File: src/rtl/debounce_multicanal.sv
// Multi-channel push-button debouncer: synchroniser, per-channel stability counter and
// press/release pulses. Define DEBOUNCE_AUTO_REPEAT_EN to add per-channel auto-repeat pulses.
module debounce_multicanal #(
    parameter int unsigned              NUM_CANAIS    = 4,
    parameter int unsigned              COUNTER_WIDTH = 16,
    parameter logic [COUNTER_WIDTH-1:0] COUNTER_MAX   = {COUNTER_WIDTH{1'b1}},
    parameter int unsigned              SYNC_STAGES   = 2,
    parameter logic                     RESET_VALUE   = 1'b0,
    parameter int unsigned              REPEAT_DELAY  = 500,
    parameter int unsigned              REPEAT_PERIOD = 100
) (
    input  logic                  clock,
    input  logic                  reset,
    input  logic                  habilita,
    input  logic [NUM_CANAIS-1:0] botoesEntrada,
    output logic [NUM_CANAIS-1:0] botoesFiltrados,
    output logic [NUM_CANAIS-1:0] pulsoPressionado,
    output logic [NUM_CANAIS-1:0] pulsoSolto,
    output logic [NUM_CANAIS-1:0] pulsoRepeticao
);

    if (NUM_CANAIS < 1 || SYNC_STAGES < 2 || REPEAT_DELAY < 1 || REPEAT_PERIOD < 1)
    begin : g_param_check
        $error("debounce_multicanal: invalid parameter set");
    end

    logic [SYNC_STAGES-1:0][NUM_CANAIS-1:0]   sync_q, sync_d;
    logic [NUM_CANAIS-1:0]                    sinc;
    logic [NUM_CANAIS-1:0][COUNTER_WIDTH-1:0] cnt_q, cnt_d;
    logic [NUM_CANAIS-1:0]                    filt_q, filt_d;
    logic [NUM_CANAIS-1:0]                    press_q, press_d;
    logic [NUM_CANAIS-1:0]                    solto_q, solto_d;

    always_comb begin
        sync_d = {sync_q[SYNC_STAGES-2:0], botoesEntrada};
    end

    assign sinc = sync_q[SYNC_STAGES-1];

    // Any sample that agrees with the filtered level discards the whole count.
    always_comb begin
        cnt_d   = cnt_q;
        filt_d  = filt_q;
        press_d = '0;
        solto_d = '0;
        if (habilita) begin
            for (int i = 0; i < NUM_CANAIS; i++) begin
                if (sinc[i] == filt_q[i]) begin
                    cnt_d[i] = '0;
                end else if (cnt_q[i] < COUNTER_MAX) begin
                    cnt_d[i] = cnt_q[i] + COUNTER_WIDTH'(1);
                end else begin
                    cnt_d[i]   = '0;
                    filt_d[i]  = sinc[i];
                    press_d[i] = sinc[i];
                    solto_d[i] = ~sinc[i];
                end
            end
        end
    end

    always_ff @(posedge clock) begin
        if (reset) begin
            sync_q  <= {SYNC_STAGES{{NUM_CANAIS{RESET_VALUE}}}};
            cnt_q   <= '0;
            filt_q  <= {NUM_CANAIS{RESET_VALUE}};
            press_q <= '0;
            solto_q <= '0;
        end else begin
            sync_q  <= sync_d;
            cnt_q   <= cnt_d;
            filt_q  <= filt_d;
            press_q <= press_d;
            solto_q <= solto_d;
        end
    end

    assign botoesFiltrados  = filt_q;
    assign pulsoPressionado = press_q;
    assign pulsoSolto       = solto_q;

`ifdef DEBOUNCE_AUTO_REPEAT_EN
    localparam int unsigned RepW = $clog2(REPEAT_DELAY + REPEAT_PERIOD + 1);

    logic [NUM_CANAIS-1:0][RepW-1:0] rep_q, rep_d;
    logic [NUM_CANAIS-1:0]           rpt_q, rpt_d;

    // After the first delay the count cycles DELAY+1..DELAY+PERIOD, so it never overflows.
    always_comb begin
        rep_d = rep_q;
        rpt_d = '0;
        if (habilita) begin
            for (int i = 0; i < NUM_CANAIS; i++) begin
                if (!(filt_q[i] && filt_d[i])) begin
                    rep_d[i] = '0;
                end else begin
                    rep_d[i] = rep_q[i] + RepW'(1);
                    if (rep_d[i] == RepW'(REPEAT_DELAY)) begin
                        rpt_d[i] = 1'b1;
                    end else if (rep_d[i] == RepW'(REPEAT_DELAY + REPEAT_PERIOD)) begin
                        rpt_d[i] = 1'b1;
                        rep_d[i] = RepW'(REPEAT_DELAY);
                    end
                end
            end
        end
    end

    always_ff @(posedge clock) begin
        if (reset) begin
            rep_q <= '0;
            rpt_q <= '0;
        end else begin
            rep_q <= rep_d;
            rpt_q <= rpt_d;
        end
    end

    assign pulsoRepeticao = rpt_q;
`else
    assign pulsoRepeticao = '0;
`endif

endmodule

File: config.mk
export PLATFORM = sky130hd
export DESIGN_NAME = debounce_multicanal
export DESIGN_NICKNAME = d
export VERILOG_FILES = /design/src/rtl/debounce_multicanal.sv
export SDC_FILE = /design/constraint.sdc
export NUM_CORES = 1
export LEC_CHECK = 0
export ABC_AREA = 1
export BUFFER_PORTS_ARGS = -buffer_cell sky130_fd_sc_hd__buf_2
export CORE_MARGIN = 2
export CORE_UTILIZATION = 40
export DETAILED_ROUTE_END_ITERATION = 6
export GPL_TIMING_DRIVEN = 0
export SYNTH_ARGS = -nofsm -noshare
export SYNTH_HDL_FRONTEND = slang
export SYNTH_SLANG_ARGS = --single-unit
File: constraint.sdc
create_clock -name clock -period 1.58 [get_ports clock]
set_clock_uncertainty 0.15 [all_clocks]
set_input_delay 0.316 -clock clock [delete_from_list [all_inputs] [get_ports clock]]
set_output_delay 0.316 -clock clock [all_outputs]
set_load 0.02 [all_outputs]
Yosys cells after proc, flatten, opt, wreduce, memory -nomap -nowiden
Index checks and enable logic that the tools add are counted.

Register bits after elaboration: 84. Output and inout bits: 16. Logic and storage cells: 59.

Reduce and logical (&&, ||, !) cells: 8. Magnitude comparators: 4. Bitwise operators: 13. Add/subtract/negate cells: 4. Equality and inequality tests: 4. Multiplexer cells: 8.

Operators with widths (count): 16-bit 2-to-1 mux (8); 16-bit by 1-bit adder with 16-bit output, second input constant (4); 16-bit < comparator, second input constant (4); 4-bit OR reduction (4); 1-bit inverter (13); 3-bit AND reduction (4); 1-bit == test (4).

Depth between registers and ports, before layout
Gate-level depths: netlist (run 1).

Depth after elaboration: 3. Gate-level depth with buffers: 10. Mapped depth without buffers: 10.

Worst setup path before layout (run 1)
Ideal clock, no wire load.

Path kind: flip-flop to flip-flop. From: register cnt_q[16] (netlist bit). To: register cnt_q[26] (netlist bit). Setup time: 0.114 ns. Buffers on the path: 1. Path slack: -0.006 ns. Period minus slack after synthesis: 1.586 ns. Arrival time: 1.322 ns. Cell stages (with the launch flop): 10. Cells stage by stage: dfxtp_1 > ha_1 > nand2_1 > nor2_1 > nand2_1 > nor2_2 > nand4_1 > nand2_2 > buf_6 > nor2_1.

Longest elaborated chain between the ends: 3. Elaborated cells between the ends (all ways): 4. Those cells by class: 1 x add/sub; 1 x order compare; 2 x mux.

Ends and longest elaborated chain: start, declared (RTL line 29) `logic [NUM_CANAIS-1:0][COUNTER_WIDTH-1:0] cnt_q, cnt_d;`; start signal, assigned (RTL line 71) `cnt_q <= cnt_d;`; 16-bit by 1-bit adder with 16-bit output or 16-bit < comparator (tied branches) (RTL line 51, 50); 16-bit 2-to-1 mux (*) (RTL line 50) `end else if (cnt_q[i] < COUNTER_MAX) begin`; 16-bit 2-to-1 mux (*) (RTL line 48) `if (sinc[i] == filt_q[i]) begin`.

Mark *: on every way between the ends. The rest lies on a longest branch, timed or not. A chain may end at the register's enable or synchronous reset.

Final worst setup path (run 1)
From: register cnt_q[16] (netlist bit). To: register cnt_q[16] (netlist bit).

The elaborated chain is that of the path after synthesis.

==> metrics, run 1 <==
TritonCTS Buffers 9; worst skew pair latency 370 ps; Post-Syn Area 4135 um^2; Max-cap violations 0; # setup viols final 13; Post-Route WL 9803 um; EDFF count, synth 0; n_diodes 0; Synth top area share 40.67%; die area 11170 um^2; most frequent cells after synthesis 113 x nand2_1, 112 x nor2_1, 84 x dfxtp_1; DR iter-0 viols 140; Synth Flop Type dfxtp_1; worst hold path cell count 2; Post-Syn Instances 588; DR vias 3813; Cell variety after synth 38; placer congestion estimate 0.8765; layout cells sized above 1 30.34%; Worst Hold Margin 78.61 ps; crit-path max FO 5; Slew HR 58.45%; Die W 105.7 um; Worst path slowest cell dfxtp_4; cell at the root of the clock tree clkbuf_8; GRT Overall Usage 18.12%; initial antenna violation count 0; # DRC 0; Crit. End Element register; largest net degree at the start of global routing 14; num rows 37; Yosys warnings 0; cell type with the highest aggregate area in the netlist dfxtp_1; hold_sp reset; Buf/Inv on CP 1; Fmax 611.6 MHz; drt wl/cell 12.38 um; failing checks negative setup slack; Worst R2R End cnt_q[16]; Worst Reg-to-Reg Cells 9; CP top delay family simple AND/OR/NAND/NOR gates; vias in the first global route 3558; Critical R2R Launch cnt_q[16]; final critical-path share of the clock period 103.5%; dpl ws -260.4 ps; Finished Layout Cells 792; placed instance count 744; total core area 10180 um^2; power density over the cells 744.6 nW/um^2; CP Cell Sequence ha_4 > nand2_4 > nor2_4 > nand2_2 > nor2_4 > nand4_1 > nand2_2 > buf_6 > nor2_2; number of synthesized register bits 84; clk sinks 84; Final HPWL DP 6641 um; Die Y 105.7 um; outcome complete, but fails checks; global route overflow 0; worst hold path type primary input to register; first-pass GRT wire length 16290 um; Reg2Reg Setup Slack -60 ps; ys async rst share 0%; sequential area share after synthesis 40.67%; endpoints failing hold 0; most frequent cell after synthesis nand2_1; Syn-to-layout area delta 26.93%; type of origin of the critical path register; minimum clock period 1635 ps; Worst Tran Pin Value 623.3 ps; CTS H-Tree Depth 3; Pleak 1.987 nW; Boundary Pins 23; Via density 4.814; drt first pass iters 4; CP arrival 1750 ps; Port Buf Inserts 17; initial core utilization 40.60%; main area contributors after synthesis dfxtp_1 41%, nand2_1 10%, nor2_1 10%; Mean Syn Cell Area 7.033 um^2; Max VDD drop 456.7 uV; Max stage delay on crit path 370 ps; Clock transition at path regs 80 ps; CTS tree done; Final Max Tran Viols 0; required time of the critical path 1690 ps; final worst slack -55.07 ps; Max clock buf depth 2; RSZ-0062 raised after global routing true; WS Path Type register to register; Worst Hold End botoesFiltrados[2]; # nets final 663; ANT nets after route 0
## flip-flops by register name, indices dropped and copies added, names as in the netlist
register	flops
pulsoPressionado	4
botoesFiltrados	4
sync_d	4
sinc	4
pulsoSolto	4
cnt_q	64
## cell families (layout without fill, tap and decap cells)
| family | after synthesis | count (layout) | synth area share [%] |
|---|---|---|---|
| adders and majority gates | 4 | 4 | 1.210 |
| buffers and inverters | 85 | 150 | 9.138 |
| DFF | 84 | 84 | 40.67 |
| AOI/OAI and AO/OA | 51 | 51 | 6.929 |
| xor gates and xnor gates | 22 | 22 | 4.841 |
| and+or+nand+nor | 341 | 341 | 37.13 |
| other | 1 | 4 | 0.09068 |
## worst reg2reg max path: cells and delay by family, from the launching register on
family,cells,cell delay [ps]
simple gates,7,720
flops,1,370
fa+ha+maj,1,160
buf+inv,1,150
## timing repair
action / CTS / global route
endpoints found under the setup margin: 67 / 70
resized for setup: 45 / 78
pin swaps: 24 / 24
hold buffers: 4 / 0
gates cloned: 3 / 0
endpoints found under the hold margin: 4 / 0
setup buffers: 17 / 9
## report_power, final
group	leakage (nW)	total, W	switching, W	internal [W]
clock	0.0979	0.00153	0.000769	0.000756
sequential	0.693	0.00214	0.0000167	0.00212
combinational	1.20	0.000241	0.000150	0.0000910
total	1.99	0.00391	0.000936	0.00297
## cell type report
cell class / count / area (um^2)
flip-flops and latches: 84 / 1732
repair buffers: 49 / 342.8
clock inverters: 5 / 52.55
plain buffers: 16 / 118.9
well taps: 136 / 170.2
repair inverters: 1 / 7.507
inverters: 69 / 261.5
fillers: 1015 / 4936
multi-input cells: 422 / 2426
clock buffers: 10 / 137.6
## routing by layer
layer / GRT usage (%) / up-vias / part of all wire [%]
met5: 0 / - / 0
met4: 8.459 / 0 / 2.5
met3: 2.288 / 19 / 3.4
met2: 30.78 / 55 / 48
met1: 22.81 / 1736 / 46
li1: - / 2003 / -
## worst max path at each step
| stage | startpoint | depth (start not counted) | slack [ps] | end |
|---|---|---|---|---|
| global route | cnt_q[16] | 9 | -120 | pulsoPressionado[1] |
| global placement | cnt_q[17] | 9 | -230 | cnt_q[26] |
| detailed placement | cnt_q[0] | 7 | -260 | pulsoSolto[0] |
| floorplan | cnt_q[17] | 9 | 20 | cnt_q[26] |
| CTS | cnt_q[16] | 9 | -70 | cnt_q[20] |
| finish | cnt_q[16] | 9 | -60 | cnt_q[16] |
## placed cells by master, fill, tap and decap left out, types with 5 or more instances in the layout
cell        n
a21oi_1    23
buf_2      22
buf_4      30
buf_6       7
clkbuf_8   10
dfxtp_1    58
dfxtp_2    19
dfxtp_4     7
inv_1      63
inv_2       5
nand2_1   102
nand2_2    17
nand3_1    27
nand3_2     6
nand4_1    18
nor2_1     88
nor2_2     27
nor2_4     13
nor3_1     19
nor3_2      8
o21ai_0     8
xnor2_1     7
xor2_1     13
## per-stage QoR
step	power, W	utilization, %	instance area [um^2]	setup TNS (ps)
2_1_floorplan	0.002326	-	4150	0
3_3_place_gp	0.002381	43.26	4405	-7316
3_5_place_dp	0.002383	43.26	4405	-9602
4_1_cts	0.003944	48.50	4940	-1093
5_1_grt	0.004054	51.54	5249	-2470
6_report	0.003908	51.54	5249	-442.9
No activity file was read; power rests on OpenSTA's default activity.
==> run 2, diff against run 1 <==
--- a/config.mk
+++ b/config.mk
@@ -5,7 +5,7 @@
 export SDC_FILE = /design/constraint.sdc
 export NUM_CORES = 1
 export LEC_CHECK = 0
-export ABC_AREA = 1
+export ABC_AREA = 0
 export BUFFER_PORTS_ARGS = -buffer_cell sky130_fd_sc_hd__buf_2
 export CORE_MARGIN = 2
 export CORE_UTILIZATION = 40
==> run 2 against run 1 <==
Combinational power grew 5%. Highest routed layer unchanged. Critical path type unchanged. Sequential share of layout area shrank 1.6 points. Global-route usage grew 2.7 points. Register-to-register slack lost 220 ps. Sequential power is essentially flat. The run still ends with negative setup slack left.
==> metrics, run 2 <==
outcome complete, but fails checks (unchanged); failing checks negative setup slack (unchanged); total core area 9328 um^2 (was 10180 um^2); CP arrival 1990 ps (was 1750 ps); DR vias 3887 (was 3813); endpoints failing hold 0 (unchanged); minimum clock period 1851 ps (was 1635 ps); Cell variety after synth 49 (was 38); Max clock buf depth 2 (unchanged); cell type with the highest aggregate area in the netlist dfxtp_1 (unchanged); Final HPWL DP 6413 um (was 6641 um); die area 10530 um^2 (was 11170 um^2); layout cells sized above 1 46.29% (was 30.34%); Worst Tran Pin Value 646.8 ps (was 623.3 ps); Fmax 540.4 MHz (was 611.6 MHz); Synth Flop Type dfxtp_1 (unchanged); commonest non-fill, non-tap cell in the layout buf_4 (was nand2_1); sequential area share after synthesis 43.22% (was 40.67%); Post-Syn Instances 459 (was 588); CTS H-Tree Depth 3 (unchanged); GRT Overall Usage 20.86% (was 18.12%); DR iter-0 viols 135 (was 140); Yosys warnings 0 (unchanged); Synth top area share 43.22% (was 40.67%); Final Instance Area 5720 um^2 (was 5249 um^2); Max-cap violations 0 (unchanged); cell at the root of the clock tree clkbuf_8 (unchanged); n_diodes 0 (unchanged); # nets final 572 (was 663); drt wl/cell 16.15 um (was 12.38 um); # DRC 0 (unchanged); type of origin of the critical path register (unchanged); placed instance area 4414 um^2 (was 4405 um^2); first-pass GRT wire length 17310 um (was 16290 um); worst skew pair latency 360 ps (was 370 ps); Die W 102.6 um (was 105.7 um); Mean Syn Cell Area 8.478 um^2 (was 7.033 um^2); Syn-to-layout area delta 47.01% (was 26.93%); Worst Hold Margin 11.63 ps (was 78.61 ps); initial antenna violation count 0 (unchanged); Post-Syn Area 3891 um^2 (was 4135 um^2); Pleak 1.967 nW (was 1.987 nW); final worst slack -270.5 ps (was -55.07 ps); initial core utilization 41.72% (was 40.60%); EDFF count, synth 0 (unchanged); placer congestion estimate 0.8505 (was 0.8765); most frequent cell after synthesis dfxtp_1 (was nand2_1); Port Buf Inserts 18 (was 17); WS Path Type register to register (unchanged); Final Power 0.004132 W (was 0.003908 W); # setup viols final 64 (was 13); required time of the critical path 1720 ps (was 1690 ps); ANT nets after route 0 (unchanged); Via density 5.593 (was 4.814); crit-path max FO 5 (unchanged); ys async rst share 0% (unchanged); drt first pass iters 5 (was 4); largest net degree at the start of global routing 15 (was 14); power density over the cells 722.3 nW/um^2 (was 744.6 nW/um^2); Total Negative Setup Slacks -8046 ps (was -442.9 ps); clk sinks 84 (unchanged); Finished Core Util 61.33% (was 51.54%); Clock transition at path regs 90 ps (was 80 ps); num rows 35 (was 37); number of synthesized register bits 84 (unchanged); worst hold path type primary input to register (unchanged); Die Y 102.6 um (was 105.7 um); global route overflow 0 (unchanged); vias in the first global route 3579 (was 3558); RSZ-0062 raised after global routing true (unchanged); Post-Route WL 11230 um (was 9803 um); most frequent cells after synthesis 84 x dfxtp_1, 45 x nand2_1, 36 x nor2_1 (was 113 x nand2_1, 112 x nor2_1, 84 x dfxtp_1); Slew HR 56.88% (was 58.45%); Boundary Pins 23 (unchanged); CTS tree done (unchanged); main area contributors after synthesis dfxtp_1 43%, nand4_1 5.1%, xor2_1 4.5% (was dfxtp_1 41%, nand2_1 10%, nor2_1 10%); Fill cells 781 (was 1015); Crit. End Element register (unchanged); Largest register FFs 64 (unchanged); Final Max Tran Viols 0 (unchanged); Biggest register cnt_q (unchanged); Max VDD drop 408.1 uV (was 456.7 uV); final critical-path share of the clock period 117.1% (was 103.5%); TritonCTS Buffers 9 (unchanged); most frequent cells in the layout 63 x buf_4, 41 x nand2_1, 34 x dfxtp_1, 32 x nand4_1, 30 x dfxtp_2 (was 102 x nand2_1, 88 x nor2_1, 63 x inv_1, 58 x dfxtp_1, 30 x buf_4)
==> run 2: worst max-delay path, cell delays in order (launching register included) <==
cell and delay (ps):
dfxtp_4 390, ha_4 160, nand4_4 90, or4_4 440
or4_4 420, a31oi_1 140
==> run 2: cells by family (layout without fill, tap and decap cells) <==
family	Yosys count	in the layout	share of synthesized area, %
XOR/XNOR	37	37	8.328
other	1	4	0.09637
adder cells (fa/ha/maj)	4	4	1.286
flip-flops	84	84	43.22
multiplexers	1	1	0.2572
AND/OR/NAND/NOR	218	218	30.80
AO/OA/AOI/OAI	79	79	12.15
buffers and inverters	35	139	3.858
==> run 2: timing repair <==
| item | 4_1_cts | 5_1_grt |
|---|---|---|
| gates resized for setup | 92 | 66 |
| gates cloned | 2 | 1 |
| pin swaps | 37 | 17 |
| setup buffers | 39 | 29 |
| hold endpoints to repair | 1 | 0 |
| hold buffers | 1 | 0 |
| endpoints found under the setup margin | 73 | 74 |
==> run 2: cell type report <==
| cell class | instances | area, um^2 | share of cell area (%) |
|---|---|---|---|
| Timing Repair Buffer | 90 | 699.4 | 12.23 |
| Multi-Input combinational cell | 343 | 2635 | 46.06 |
| Clock buffer | 12 | 155.1 | 2.712 |
| Clock inverter | 4 | 72.57 | 1.269 |
| Tap cell | 129 | 161.4 | 2.822 |
| Buffer | 24 | 168.9 | 2.953 |
| Inverter | 9 | 33.78 | 0.5906 |
| Sequential cell | 84 | 1794 | 31.36 |
==> run 2: path summary, 6_finish.rpt <==
path	slack, ps	end	depth (start not counted)	start
worst min register to register	290	sinc[0]	1	sync_d[4]
worst min-delay path	10	sync_d[6]	2	botoesEntrada[2]
worst max register to register	-270	cnt_q[62]	5	cnt_q[48]
worst max-delay path	-270	cnt_q[62]	5	cnt_q[48]
==> run 2: routing by layer <==
layer,vias to the layer above,track usage [%],share of wire [%]
met5,-,0,0
met2,100,35.09,50
met1,1880,26.85,44
li1,1886,-,-
met3,21,3.729,4.1
met4,0,7.590,2.0
==> run 2: metrics by stage <==
step                instances  worst slack, ps
floorplan                 462           -205.5
global placement          609           -582.5
detailed placement        609           -668.0
CTS                       666           -270.7
global route              695           -322.5
finish                    695           -270.5
==> run 2: report_power, final <==
part / internal [W] / switching (W) / total, W
clock: 0.000976 / 0.000790 / 0.00177
combinational: 0.0000922 / 0.000159 / 0.000252
sequential: 0.00210 / 0.0000161 / 0.00211
total: 0.00317 / 0.000966 / 0.00413
